## config.mk

```make
export PLATFORM = sky130hd
export DESIGN_NAME = alu_seq_unit
export DESIGN_NICKNAME = d
export VERILOG_FILES = /design/src/rtl/alu_seq_unit.sv
export SDC_FILE = /design/constraint.sdc
export NUM_CORES = 1
export LEC_CHECK = 0
export CAP_MARGIN = 20
export CORE_AREA = 2 2 260 262
export DETAILED_ROUTE_END_ITERATION = 8
export DIE_AREA = 0 0 262 264
export PLACE_DENSITY = 0.45
export SLEW_MARGIN = 30
export SYNTH_ARGS = -nofsm -noshare
export SYNTH_HDL_FRONTEND = slang
export SYNTH_SLANG_ARGS = --single-unit
```

## constraint.sdc

```tcl
create_clock -name clk -period 12.9 [get_ports clk]
set_input_delay 1.935 -clock clk [delete_from_list [all_inputs] [get_ports clk]]
set_output_delay 1.935 -clock clk [all_outputs]
set_load 0.01 [all_outputs]
```

## src/rtl/alu_seq_unit.sv

```systemverilog
// alu_seq_unit: decoded ALU with an iterative shift-add unsigned multiplier.
//
// A request (ALUOp/FuncCode/A/B) is taken when InValid & InReady. Operands and
// the decoded control are registered on accept. Single-cycle ops spend one
// execute cycle and present their result on the next edge. multu runs WIDTH
// shift-add iterations, one multiplier bit per cycle. The result is held with
// OutValid=1 until OutReady. A new request may be accepted on the same edge
// that the held result retires.
//
// Ports:
//   clk, reset           rising-edge clock, synchronous active-high reset
//   InValid / InReady    request handshake
//   ALUOp, FuncCode      operation select (R-type uses FuncCode)
//   A, B                 operands (shift amount = low log2(WIDTH) bits of B)
//   OutValid / OutReady  result handshake
//   Result, ResultHi     result / low product word, high product word
//   Zero                 Result == 0
//   ALUCtl, Illegal      decoded control of the held result, undefined-op flag
module alu_seq_unit #(
  parameter int WIDTH  = 32,
  parameter int MUL_EN = 1
) (
  input  logic             clk,
  input  logic             reset,
  input  logic             InValid,
  output logic             InReady,
  input  logic [1:0]       ALUOp,
  input  logic [5:0]       FuncCode,
  input  logic [WIDTH-1:0] A,
  input  logic [WIDTH-1:0] B,
  output logic             OutValid,
  input  logic             OutReady,
  output logic [WIDTH-1:0] Result,
  output logic [WIDTH-1:0] ResultHi,
  output logic             Zero,
  output logic [3:0]       ALUCtl,
  output logic             Illegal
);

  localparam int CNT_W = $clog2(WIDTH);
  localparam logic [CNT_W-1:0] CNT_LAST = CNT_W'(WIDTH - 1);

  localparam logic [3:0] CTL_AND   = 4'b0000;
  localparam logic [3:0] CTL_OR    = 4'b0001;
  localparam logic [3:0] CTL_ADD   = 4'b0010;
  localparam logic [3:0] CTL_XOR   = 4'b0011;
  localparam logic [3:0] CTL_SUB   = 4'b0110;
  localparam logic [3:0] CTL_SLT   = 4'b0111;
  localparam logic [3:0] CTL_SLTU  = 4'b1000;
  localparam logic [3:0] CTL_SLL   = 4'b1001;
  localparam logic [3:0] CTL_SRL   = 4'b1010;
  localparam logic [3:0] CTL_SRA   = 4'b1011;
  localparam logic [3:0] CTL_NOR   = 4'b1100;
  localparam logic [3:0] CTL_MULTU = 4'b1101;
  localparam logic [3:0] CTL_ILL   = 4'b1111;

  typedef enum logic [1:0] {IDLE, EXEC, MUL, DONE} state_t;

  function automatic logic [3:0] decode(input logic [1:0] op, input logic [5:0] funct);
    logic [3:0] ctl;
    ctl = CTL_ILL;
    case (op)
      2'b00: ctl = CTL_ADD;
      2'b01: ctl = CTL_SUB;
      2'b10: begin
        case (funct)
          6'b100000: ctl = CTL_ADD;
          6'b100010: ctl = CTL_SUB;
          6'b100100: ctl = CTL_AND;
          6'b100101: ctl = CTL_OR;
          6'b100110: ctl = CTL_XOR;
          6'b100111: ctl = CTL_NOR;
          6'b101010: ctl = CTL_SLT;
          6'b101011: ctl = CTL_SLTU;
          6'b000000: ctl = CTL_SLL;
          6'b000010: ctl = CTL_SRL;
          6'b000011: ctl = CTL_SRA;
          6'b011001: ctl = (MUL_EN != 0) ? CTL_MULTU : CTL_ILL;
          default:   ctl = CTL_ILL;
        endcase
      end
      default: ctl = CTL_ILL;
    endcase
    return ctl;
  endfunction

  // Illegal and multu both yield 0 here; multu results come from the iterator.
  function automatic logic [WIDTH-1:0] alu_exec(input logic [3:0] ctl,
                                                input logic signed [WIDTH-1:0] a,
                                                input logic signed [WIDTH-1:0] b);
    logic [CNT_W-1:0] sh;
    logic [WIDTH-1:0] r;
    sh = b[CNT_W-1:0];
    r  = '0;
    case (ctl)
      CTL_ADD:  r = a + b;
      CTL_SUB:  r = a - b;
      CTL_AND:  r = a & b;
      CTL_OR:   r = a | b;
      CTL_XOR:  r = a ^ b;
      CTL_NOR:  r = ~(a | b);
      CTL_SLT:  r = {{(WIDTH-1){1'b0}}, (a < b)};
      CTL_SLTU: r = {{(WIDTH-1){1'b0}}, ($unsigned(a) < $unsigned(b))};
      CTL_SLL:  r = a << sh;
      CTL_SRL:  r = $unsigned(a) >> sh;
      CTL_SRA:  r = a >>> sh;
      default:  r = '0;
    endcase
    return r;
  endfunction

  state_t                   state;
  logic [CNT_W-1:0]         cnt;
  logic [3:0]               dec_ctl;
  logic                     accept;

  logic signed [WIDTH-1:0]  a_p0;
  logic signed [WIDTH-1:0]  b_p0;
  logic [3:0]               ctl_p0;
  logic [WIDTH-1:0]         mhi_p0;
  logic [WIDTH-1:0]         mlo_p0;

  logic [WIDTH:0]           mul_sum;
  logic [WIDTH-1:0]         mul_hi_nxt;
  logic [WIDTH-1:0]         mul_lo_nxt;

  logic                     vld_p1;
  logic [WIDTH-1:0]         res_p1;
  logic [WIDTH-1:0]         reshi_p1;
  logic                     zero_p1;
  logic [3:0]               ctl_p1;
  logic                     ill_p1;

  assign dec_ctl = decode(ALUOp, FuncCode);
  assign InReady = (state == IDLE) || ((state == DONE) && OutReady);
  assign accept  = InValid && InReady;

  // Shift-add step: {hi,lo} starts as {0,B}; each step conditionally adds A to
  // hi and shifts the pair right, so after WIDTH steps {hi,lo} = A*B.
  assign mul_sum    = {1'b0, mhi_p0} + (mlo_p0[0] ? {1'b0, $unsigned(a_p0)} : {(WIDTH+1){1'b0}});
  assign mul_hi_nxt = mul_sum[WIDTH:1];
  assign mul_lo_nxt = {mul_sum[0], mlo_p0[WIDTH-1:1]};

  // ---- stage p0: operand capture and multiplier iteration (data only) ----
  always_ff @(posedge clk) begin
    if (accept) begin
      a_p0   <= A;
      b_p0   <= B;
      ctl_p0 <= dec_ctl;
      mhi_p0 <= '0;
      mlo_p0 <= B;
    end else if (state == MUL) begin
      mhi_p0 <= mul_hi_nxt;
      mlo_p0 <= mul_lo_nxt;
    end
  end

  // ---- stage p1: sequencing and held result ----
  always_ff @(posedge clk) begin
    if (reset) begin
      state    <= IDLE;
      cnt      <= '0;
      vld_p1   <= 1'b0;
      res_p1   <= '0;
      reshi_p1 <= '0;
      zero_p1  <= 1'b1;
      ctl_p1   <= 4'b0000;
      ill_p1   <= 1'b0;
    end else begin
      case (state)
        IDLE, DONE: begin
          if (accept) begin
            state  <= (dec_ctl == CTL_MULTU) ? MUL : EXEC;
            cnt    <= '0;
            vld_p1 <= 1'b0;
          end else if ((state == DONE) && OutReady) begin
            state  <= IDLE;
            vld_p1 <= 1'b0;
          end
        end
        EXEC: begin
          res_p1   <= alu_exec(ctl_p0, a_p0, b_p0);
          reshi_p1 <= '0;
          zero_p1  <= (alu_exec(ctl_p0, a_p0, b_p0) == '0);
          ctl_p1   <= ctl_p0;
          ill_p1   <= (ctl_p0 == CTL_ILL);
          vld_p1   <= 1'b1;
          state    <= DONE;
        end
        MUL: begin
          cnt <= cnt + CNT_W'(1);
          if (cnt == CNT_LAST) begin
            res_p1   <= mul_lo_nxt;
            reshi_p1 <= mul_hi_nxt;
            zero_p1  <= (mul_lo_nxt == '0);
            ctl_p1   <= ctl_p0;
            ill_p1   <= 1'b0;
            vld_p1   <= 1'b1;
            cnt      <= '0;
            state    <= DONE;
          end
        end
        default: state <= IDLE;
      endcase
    end
  end

  assign OutValid = vld_p1;
  assign Result   = res_p1;
  assign ResultHi = reshi_p1;
  assign Zero     = zero_p1;
  assign ALUCtl   = ctl_p1;
  assign Illegal  = ill_p1;

endmodule

```

==> results.md <==
* Worst-path fanout max at 49
* Worst skew pair latency at 0.56 ns
* # resized after CTS at 0
* Max Cap Viol at 0
* R2r endpoint: Result[25]$_SDFFE_PP0P_
* Hold Buf Count CTS at 0
* Hold_sp: ResultHi[6]$_SDFFE_PP0P_
* Asr flop ratio synth at 0%
* Worst Path Arrival at 6.11 ns
* Die height at 264 um
* Tot GR Track Use at 26.6%
* DP Worst Slack at 7.38 ns
* Area post-placement at 0.0220 mm2
* Clk_skew at 0.0194 ns
* Die Footprint at 0.0692 mm2
* Period utilisation layout at 43.6%
* Type of the worst min-delay path: reg -> reg
* Layout cell share with drive strength beyond 1 at 9.07%
* Final instance area at 0.0230 mm2
* RePlAce Congestion at 0.953
* CTS HTree Levels at 1
* Final design utilization at 34.5%
* Fmax at 178 MHz
* Num CTS Buffers at 27
* Max Slew Vio Count at 0
* Internal reg-to-reg setup slack at 7.27 ns
* Routed wire per std cell at 28.0 um
* I/O pins at 148
* Yosys warns at 0
* Initial Util at 29.6%
* Pwr Density at 215 mW/mm2
* Top FF cell, synth: dfxtp_1
* CP Launch Type: flop
* CTS tree: done
* GR Overflow Total at 0
* Peak supply drop at 0.000153 V
* Worst relative slew slack at 30.6%
* First-pass GRT wire length at 137,000 um
* DR vias at 20.2k
* #FFs+latches synth at 210
* Final setup viols at 0
* Syn nets at 2,636
* # fillers at 7,025
* Post-Syn Area at 0.0197 mm2
* Setup tns final at 0 ns
* DRC Markers at 0
* RSZ-0062 raised after global routing: no
* Worst-case reg-to-reg path depth at 15
* Vias in the first global route at 19.4k
* Dpl hpwl at 68,100 um
* Register area share after synthesis at 26.4%
* Total Power at 4.94 mW
* R2R Path Start: b_p0[3]$_DFFE_PP_
* Post-synth EDFFs at 100
* Hold Path Depth at 2
* Die X at 262 um
* Syn_area_per_cell at 8.16 um2
* CTS max path bufs at 3
* Initial antenna violation count at 15
* Root buf cell: clkbuf_16
* Largest net degree at the start of global routing at 76
* Slew @ Worst Pin at 1.03 ns
* Clock Sinks at 210
* Clock transition at path regs at 0.06 ns
* Drt total wl at 94,000 um
* Via density at 6.01
* Area delta synth->final at 16.4%
* Min Tclk post-route at 5.63 ns
* Row count at 95
* Crit path kind: reg -> reg
* Drt initial violations at 2,070
* NumNets Final at 2,680
* Synth cell types at 91
* Post-CTS Setup Inserts at 0
* Final ANT Viol Nets at 0
* Leakage power at 8.84 nW
* Data required, critical path at 13.38 ns
* Buffers on Ports at 147
* Hold path endpoint: ResultHi[6]$_SDFFE_PP0P_
* Core Area at 0.0666 mm2
* Crit path capture type: flop
* Synth Instances at 2,416
* Fin. Hold Viols at 0
* Outcome: completed
* Final WS setup at 7.27 ns
* TritonRoute pass-1 iters at 6
==> Yosys cell counts (36+ instances only) <==
master	number	area, um2
nor3_1	56	280
and2_1	48	300
inv_1	108	405
edfxtp_1	100	3000
mux2i_1	60	601
nor2_1	196	736
dfxtp_1	110	2200
nand2b_1	36	225
mux4_2	60	1350
a21oi_1	205	1030
clkbuf_1	139	522
o21ai_0	104	521
nand3_1	58	290
o211ai_1	42	315
ha_1	141	1760
nand2_1	340	1280
==> cell families (layout without fill, tap and decap cells) <==
group / after synthesis / in the layout / synth area share, %
DFF: 210 / 210 / 26.4
adders and majority gates: 144 / 144 / 9.25
other: 0 / 2 / 0
buffers and inverters: 302 / 367 / 6.29
muxes: 139 / 139 / 11.6
AOI/OAI and AO/OA: 686 / 686 / 23.3
xor gates and xnor gates: 36 / 36 / 1.60
and+or+nand+nor: 899 / 899 / 21.6
==> where the power goes <==
part           internal [mW]  switching (mW)  total [mW]
logic                   1.06            1.93        2.99
registers              0.955           0.192        1.15
clock network          0.493           0.311       0.805
==> flip-flops by register name, summed over array words and instances, names as in the netlist <==
name	cells
mlo_p0	32
cnt	5
ALUCtl	4
ResultHi	32
mhi_p0	32
state	2
OutValid	1
b_p0	32
ctl_p0	4
Result	32
Zero	1
a_p0	32
Illegal	1
==> how the worst max path moves through the flow <==
stage          cells past startpoint  slack (ns)               from                      end
2_1_floorplan                      5        7.97           OutReady        a_p0[0]$_DFFE_PP_
3_3_place_gp                      15        7.44  b_p0[0]$_DFFE_PP_        Zero$_SDFFE_PP1P_
3_5_place_dp                      15        7.38  b_p0[0]$_DFFE_PP_        Zero$_SDFFE_PP1P_
4_1_cts                           15        7.35  b_p0[0]$_DFFE_PP_        Zero$_SDFFE_PP1P_
5_1_grt                           15        7.05  b_p0[3]$_DFFE_PP_  Result[25]$_SDFFE_PP0P_
6_report                          15        7.27  b_p0[3]$_DFFE_PP_  Result[25]$_SDFFE_PP0P_
==> per-stage QoR <==
stage	cells	hold slack, ns
2_1_floorplan	2416	0.450
3_3_place_gp	3303	0.443
3_5_place_dp	3303	0.448
4_1_cts	3353	0.458
5_1_grt	3354	0.470
6_report	3356	0.451
==> worst max-delay path, cell delays in order (launching register included) <==
cell      delay (ns)
edfxtp_1        0.33
buf_4           0.50
clkinv_1        0.14
buf_4           0.31
ha_1            0.50
nor2_1          0.18
o211ai_1        0.24
a211oi_1        0.51
nor3_1          0.18
o31ai_1         0.48
a31oi_1         0.31
or4b_2          0.70
mux2i_1         0.15
o21ai_0         0.56
o211ai_1        0.21
a21oi_1         0.19
==> metal layers <==
layer | vias to the layer above | GRT usage, % | wire (um)
li1 | 9029 | - | -
met1 | 9903 | 38.8 | 42500
met2 | 1044 | 40.6 | 41000
met3 | 188 | 3.38 | 7150
met4 | 4 | 8.09 | 3280
met5 | - | 0 | 22
==> layout by cell type (no fill, tap or decap), types with 23 or more instances in the layout <==
master and count:
inv_1 107, mux4_2 60, a21o_1 28, a221oi_1 26, and2_1 47, buf_4 56, nor3_1 55, a21oi_1 205
o211ai_1 42, a211oi_1 31, dfxtp_1 110, nand2_1 339, nor2_1 196, nor4_1 31, a31oi_1 23, edfxtp_1 100
xnor2_1 27, ha_1 140, clkbuf_16 28, mux2i_1 60, nand2b_1 36, o21a_1 24, o21ai_0 104, clkdlybuf4s50_1 146
nand3_1 58
==> layout make-up <==
| class | count | area [um2] | share of cell area [%] |
|---|---|---|---|
| Multi-Input combinational cell | 1904 | 13400 | 58.2 |
| Sequential cell | 210 | 5200 | 22.7 |
| Timing Repair Buffer | 206 | 1920 | 8.37 |
| Tap cell | 873 | 1090 | 4.76 |
| Clock buffer | 38 | 802 | 3.49 |
| Inverter | 111 | 419 | 1.83 |
| Clock inverter | 12 | 148 | 0.643 |
| Antenna cell | 2 | 5.00 | 0.0218 |
Note: power is estimated with default switching activity, not from simulation.
